**src/rtl/conv_frame_seq.sv**
```systemverilog
// Frame sequencer for the streaming 3x3 convolution datapath: handshake, clear, enable and output qualification.
// Optional frame-end checking (src_last / seq_err) is compiled in with `define CONV_SEQ_LAST_CHECK_EN.
module conv_frame_seq #(
  parameter int N  = 5,
  parameter int M  = 5,
  parameter int K  = 3,
  parameter int CW = 9
) (
  input  logic          clk,
  input  logic          reset,
  input  logic          start,
  input  logic [7:0]    src_pxl,
  input  logic          src_valid,
  output logic          src_ready,
  output logic [7:0]    dp_pxl,
  output logic          dp_en,
  output logic          dp_clr,
  input  logic [15:0]   dp_pxl_out,
  output logic [15:0]   out_pxl,
  output logic          out_valid,
  input  logic          out_ready,
  output logic          busy,
  output logic          frame_done,
  output logic [CW-1:0] out_count
`ifdef CONV_SEQ_LAST_CHECK_EN
  ,
  input  logic          src_last,
  output logic          seq_err
`endif
);

  localparam int RW  = (M > 1) ? $clog2(M) : 1;
  localparam int CLW = (N > 1) ? $clog2(N) : 1;

  localparam logic [RW-1:0]  ROW_LAST = RW'(M - 1);
  localparam logic [RW-1:0]  ROW_WIN  = RW'(K - 1);
  localparam logic [CLW-1:0] COL_LAST = CLW'(N - 1);
  localparam logic [CLW-1:0] COL_WIN  = CLW'(K - 1);

  localparam logic [2:0] IDLE   = 3'd0;
  localparam logic [2:0] CLEAR  = 3'd1;
  localparam logic [2:0] STREAM = 3'd2;
  localparam logic [2:0] DRAIN  = 3'd3;
  localparam logic [2:0] DONE   = 3'd4;

  logic [2:0]     state;
  logic [RW-1:0]  row;
  logic [CLW-1:0] col;
  logic           acc, win, last, hs;

  // A pending result blocks new pixels so the datapath register holds out_pxl.
  assign src_ready  = (state == STREAM) && (!out_valid || out_ready);
  assign acc        = src_ready && src_valid;
  assign dp_en      = acc;
  assign dp_pxl     = src_pxl;
  assign dp_clr     = reset || (state == CLEAR);
  assign out_pxl    = dp_pxl_out;
  assign busy       = (state != IDLE);
  assign frame_done = (state == DONE);
  assign hs         = out_valid && out_ready;
  assign win        = (row >= ROW_WIN) && (col >= COL_WIN);
  assign last       = (row == ROW_LAST) && (col == COL_LAST);

  always_ff @(posedge clk) begin
    if (reset) begin
      state     <= IDLE;
      row       <= '0;
      col       <= '0;
      out_valid <= 1'b0;
      out_count <= '0;
    end else begin
      case (state)
        IDLE:    if (start) state <= CLEAR;
        CLEAR:   state <= STREAM;
        STREAM:  if (acc && last) state <= DRAIN;
        DRAIN:   if (!out_valid || out_ready) state <= DONE;
        DONE:    state <= IDLE;
        default: state <= IDLE;
      endcase

      if (state == CLEAR) begin
        row <= '0;
        col <= '0;
      end else if (acc) begin
        if (col == COL_LAST) begin
          col <= '0;
          row <= row + RW'(1);
        end else begin
          col <= col + CLW'(1);
        end
      end

      if (acc && win)
        out_valid <= 1'b1;
      else if (out_ready)
        out_valid <= 1'b0;

      if (state == CLEAR)
        out_count <= '0;
      else if (hs)
        out_count <= out_count + CW'(1);
    end
  end

`ifdef CONV_SEQ_LAST_CHECK_EN
  always_ff @(posedge clk) begin
    if (reset || state == CLEAR)
      seq_err <= 1'b0;
    else if (acc && (src_last != last))
      seq_err <= 1'b1;
  end
`endif

endmodule
```
**config.mk**
```make
export PLATFORM = sky130hd
export DESIGN_NAME = conv_frame_seq
export DESIGN_NICKNAME = d
export VERILOG_FILES = /design/src/rtl/conv_frame_seq.sv
export SDC_FILE = /design/constraint.sdc
export NUM_CORES = 1
export LEC_CHECK = 0
export CORE_MARGIN = 2
export CORE_UTILIZATION = 40
export CTS_CLUSTER_SIZE = 16
export DETAILED_ROUTE_END_ITERATION = 10
export PLACE_DENSITY = 0.86
export SLEW_MARGIN = 20
export SYNTH_ARGS = -nofsm -noshare
export SYNTH_HDL_FRONTEND = slang
export SYNTH_SLANG_ARGS = --single-unit
```
**constraint.sdc**
```tcl
create_clock -name clk -period 2.2 [get_ports clk]
set_clock_uncertainty 0.1 [all_clocks]
set_input_delay 0.33 -clock clk [delete_from_list [all_inputs] [get_ports clk]]
set_output_delay 0.33 -clock clk [all_outputs]
set_load 0.02 [all_outputs]
```
# Word level (Yosys, flattened, before mapping)
# Cells that the tools add are included.
# op_classes
eq_ne	9
n_lt_le_gt_ge	2
addsub	3
n_reduce_logical	16
n_mux	7
# op_table
operator	count
3-bit two-way mux	4
3-bit one-hot mux with 4 select lines	1
9-bit by 1-bit adder with 9-bit output, second input constant	1
3-bit == test, second input constant	3
1-bit logical AND	7
3-bit by 1-bit adder with 3-bit output, second input constant	2
3-bit by 2-bit == test with 1-bit output, second input constant	2
3-bit by 2-bit greater-or-equal comparator with 1-bit output, second input constant	2
2-bit != test, second input constant	2
3-bit by 1-bit == test with 1-bit output, second input constant	1
3-bit logical NOT	1
3-bit AND reduction	1
3-bit nonzero test	1
1-bit logical OR	2
1-bit two-way mux	2
2-bit by 1-bit != test with 1-bit output, second input constant	1
2-bit AND reduction	1
2-bit nonzero test	1
2-bit OR reduction	1
1-bit logical NOT	1
# totals
output_inout_bits	39
inputBits	29
register_bits	19
word_cells	42

# Depth between registers and ports, before layout
# depth
depth_word	7
ltp_mapped	6
mapped_depth_nobuf	6

# Worst setup path before layout
# No wires, ideal clock.
# synth_path
kind	flip-flop to flip-flop
start	reg out_count[0]
end	reg out_count[8]
period_less_slack_ns	1.650
arrival_time_ns	1.413
stages_incl_launch_ff	6
path_buffers	0
setup_ns	0.137
slack_ns	0.550
required_time_ns	1.963
path_cell_list	dfxtp_1 > ha_1 > and4_1 > or3b_1 > xor2_1 > nor2_1
# synth_between
elab_chain_len	1
# synth_rtl
element	line_no	text
start, declared	24	output logic [CW-1:0] out_count
start signal, assigned	101	out_count <= out_count + CW'(1);
9-bit by 1-bit adder with 9-bit output	101	
# No other way between the ends.
# A chain may end at the register's enable or synchronous reset.

# Final worst setup path
# layout_path
start	reg state[1]
end	out frame_done
# layout_between
elab_chain_len	1
# layout_rtl
element	line_no	text
start, declared	46	logic [2:0] state;
start signal, assigned	66	state <= IDLE;
start signal, assigned	73	IDLE: if (start) state <= CLEAR;
start signal, assigned	74	CLEAR: state <= STREAM;
3-bit == test	59	assign frame_done = (state == DONE);
end, declared	23	output logic frame_done,
# No other way between the ends.

==> Implementation_results.wiki <==
{| class="wikitable"
! Metric !! Value
|-
| Worst Setup Path Type || register to output pin
|-
| Drt initial violations || 22
|-
| Required time worst endpoint || 1770 ps
|-
| Yosys warning count || 0
|-
| Dpl ws || -55.8 ps
|-
| Post-detailed-route wirelength per cell || 12.7 um
|-
| Kind of capture point of the worst setup path || output pin
|-
| WL final || 2070 um
|-
| Via count of the first global-routing pass || 789
|-
| Worst Path Buf+Inv || 1
|-
| Critical-path cell with the highest stage delay || sky130_fd_sc_hd__clkdlybuf4s50_1
|-
| Maximum number of pins on one net before global-route repair || 16
|-
| Total chip power || 0.596 mW
|-
| Flip-flop and latch count after synthesis || 19
|-
| Crit-path leading delay family || buffers and inverters
|-
| Sequential-to-total area share from yosys stat || 34.0%
|-
| Number of sinks handled by clock tree synthesis || 19
|-
| Most area-consuming cells after synthesis || sky130_fd_sc_hd__dfxtp_1, sky130_fd_sc_hd__buf_4, sky130_fd_sc_hd__ha_1
|-
| Setup slack of the critical path after layout || 106 ps
|-
| Pleak || 0.469 nW
|-
| Skew-Pair Late Insertion Delay || 310 ps
|-
| Post-DR vias/cell || 5.13
|-
| Worst supply voltage drop on vdd || 0.264 mV
|-
| Number of buffer cells added on primary ports || 19
|-
| Number of antenna violations at the first check in global routing || 0
|-
| Highest clock rate || 0.477 GHz
|-
| Final setup violation count || 0
|-
| Post-Syn Instances || 129
|-
| Top FF cell, synth || sky130_fd_sc_hd__dfxtp_1
|-
| Period Utilization, post-route || 95.2%
|-
| Setup repair after global routing missed its margin || no
|-
| Reg2Reg Setup Slack || 620 ps
|-
| DIE AREA || 0.00323 mm2
|-
| Number of failing hold endpoints at the final stage || 0
|-
| Arrival time reported for the critical path endpoint || 1660 ps
|-
| Cell variety after synth || 33
|-
| Number of antenna cells inserted || 0
|-
| Total global routing track utilization || 12.7%
|-
| DRC violation count after routing || 0
|-
| Ys async rst share || 0%
|-
| Class of the tightest hold or removal check || register to register
|-
| Post-layout nets || 169
|-
| Worst Hold Margin || 403 ps
|-
| Clock Tree Root || sky130_fd_sc_hd__clkbuf_4
|-
| Starting Density || 41.2%
|-
| H-tree levels || 1
|-
| CP peak stage delay || 600 ps
|-
| Area added between synthesis and finish || 9.52%
|-
| Vias post-DR || 836
|-
| Number of standard cells in the layout, taps in and fillers out || 163
|-
| CP Max Fanout || 8
|-
| Die Span X || 56.9 um
|-
| Slew HR || 79.2%
|-
| Crit path time final || 2090 ps
|-
| Placer congestion estimate || 0.810
|-
| Post-Syn Area || 0.00112 mm2
|-
| Total congestion overflow after global routing || 0
|-
| Fraction of the core area covered by cells at the end of the flow || 45.2%
|-
| Post-Synthesis Mean Instance Area || 8.66 um2
|-
| Num CTS Buffers || 3
|-
| Final Slew Violations || 0
|-
| Worst Tran Pin Value || 307 ps
|-
| Largest area contributor in the netlist || sky130_fd_sc_hd__dfxtp_1
|-
| Number of flops mapped to enable cells by yosys || 0
|-
| Quantity of hold-fixing buffers added after cts || 0
|-
| Fraction of layout instances using a drive strength above 1 || 9.09%
|-
| Die Span Y || 56.9 um
|-
| Clock-pin slew reported for the worst setup and hold paths after clock tree synthesis || 110 ps
|-
| Maxcap violations || 0
|-
| Initial DRT Pass Iterations || 4
|-
| Status || finished, final reports clean
|-
| Proportion of netlist area held by the largest area contributor || 34.0%
|-
| Final ANT Viol Nets || 0
|-
| Bufs on Longest Clock Path || 2
|-
| Fill cells || 271
|-
| Detailed-placement wirelength estimate || 1680 um
|-
| Startpoint class of the critical path || register
|-
| Crit-path cells || nor2_1, and2_1, clkdlybuf4s50_1
|-
| Std-Cell Rows || 19
|-
| Clock tree from TritonCTS || built
|-
| Power density relative to cell area || 487 mW/mm2
|-
| Area inside the core boundary || 0.00271 mm2
|-
| # IOs || 68
|-
| First-pass GRT wire length || 3280 um
|-
| Number of instances in the placed design || 159
|-
| Syn Nets || 165
|}
synth_stat cells, types with 2 or more instances:
library cell,instances
sky130_fd_sc_hd__nand2_1,9
sky130_fd_sc_hd__nor2_1,14
sky130_fd_sc_hd__a21oi_1,6
sky130_fd_sc_hd__o21ai_0,2
sky130_fd_sc_hd__and2_1,2
sky130_fd_sc_hd__buf_4,24
sky130_fd_sc_hd__or3_1,4
sky130_fd_sc_hd__inv_1,5
sky130_fd_sc_hd__xor2_1,6
sky130_fd_sc_hd__nand4_1,3
sky130_fd_sc_hd__nor3_1,3
sky130_fd_sc_hd__dfxtp_1,19
sky130_fd_sc_hd__nand3_1,4
sky130_fd_sc_hd__xnor2_1,3
sky130_fd_sc_hd__ha_1,7
cells in the final DEF (no fill, tap or decap):
cell type and n:
sky130_fd_sc_hd__nor2_2 1, sky130_fd_sc_hd__a21o_1 1, sky130_fd_sc_hd__clkdlybuf4s50_1 17, sky130_fd_sc_hd__mux2i_1 1, sky130_fd_sc_hd__clkbuf_1 1, sky130_fd_sc_hd__o311ai_1 1
sky130_fd_sc_hd__xor2_1 6, sky130_fd_sc_hd__nand4_4 1, sky130_fd_sc_hd__or3b_1 1, sky130_fd_sc_hd__and4bb_1 1, sky130_fd_sc_hd__nor2b_1 1, sky130_fd_sc_hd__inv_1 5
sky130_fd_sc_hd__inv_2 1, sky130_fd_sc_hd__nand3_1 4, sky130_fd_sc_hd__and4_1 1, sky130_fd_sc_hd__nand2_1 9, sky130_fd_sc_hd__and2_1 2, sky130_fd_sc_hd__nor3_1 3
sky130_fd_sc_hd__buf_4 5, sky130_fd_sc_hd__o22a_1 1, sky130_fd_sc_hd__nand2b_2 1, sky130_fd_sc_hd__nor2_1 14, sky130_fd_sc_hd__xnor2_1 3, sky130_fd_sc_hd__o21ai_0 2
sky130_fd_sc_hd__o2111ai_1 1, sky130_fd_sc_hd__ha_1 7, sky130_fd_sc_hd__dlygate4sd2_1 2, sky130_fd_sc_hd__o2bb2a_1 1, sky130_fd_sc_hd__and3_1 1, sky130_fd_sc_hd__nor3b_1 1
sky130_fd_sc_hd__nor4_1 1, sky130_fd_sc_hd__dfxtp_1 19, sky130_fd_sc_hd__clkbuf_4 3, sky130_fd_sc_hd__nand4_1 3, sky130_fd_sc_hd__or3_1 4, sky130_fd_sc_hd__a21oi_1 6
cell families after synthesis:
group / share of synthesized area (%)
muxes: 0.896
buffers and inverters: 18.5
adders and majority gates: 7.84
and+or+nand+nor: 24.2
xor gates and xnor gates: 7.06
AOI/OAI and AO/OA: 7.50
DFF: 34.0
final timing paths:
path | startpoint | depth (start not counted) | to
worst min-delay path | out_count[1] | 2 | out_count[1]
worst max-delay path | state[1] | 3 | frame_done
worst min register to register | out_count[1] | 2 | out_count[1]
worst max register to register | out_count[0] | 5 | out_count[8]
per-stage QoR:
stage,setup TNS (ps),cell area [um2]
6_report,0,1220
5_1_grt,0,1220
4_1_cts,0,1220
3_5_place_dp,-55.8,1200
3_3_place_gp,-59.6,1200
2_1_floorplan,0,1120
report_power, final:
part	total [mW]	switching [mW]	internal [mW]
Combinational	0.0634	0.0321	0.0314
Sequential	0.355	0.00723	0.348
Clock	0.178	0.107	0.0708
layer usage:
layer | wire (um) | global-route usage (%) | vias up
met3 | 176 | 4.61 | 2
met2 | 1020 | 21.9 | 35
met1 | 849 | 13.7 | 380
met5 | 0 | 0 | -
met4 | 22 | 5.98 | 0
li1 | - | - | 419
repair_timing:
item	in CTS	in global routing
resized for setup	2	0
endpoints found under the hold margin	0	0
endpoints found under the setup margin	2	0
setup buffers	0	0
layout make-up:
| type | count | area (um2) | area share [%] |
|---|---|---|---|
| repair buffers | 24 | 225 | 18.4 |
| inverters | 6 | 22.5 | 1.84 |
| multi-input cells | 79 | 531 | 43.4 |
| clock buffers | 4 | 26.3 | 2.15 |
| flip-flops and latches | 19 | 380 | 31.1 |
| well taps | 31 | 38.8 | 3.17 |
sequential cells by signal, summed over array words and instances (netlist names):
| name | count |
|---|---|
| col | 3 |
| out_count | 9 |
| out_valid | 1 |
| row | 3 |
| state | 3 |
tightest hold or removal path: stages (launching register included):
cell and delay (ps):
sky130_fd_sc_hd__dfxtp_1 340, sky130_fd_sc_hd__nand2_1 60, sky130_fd_sc_hd__a21oi_1 60
Power figures use the tool's default switching activity.
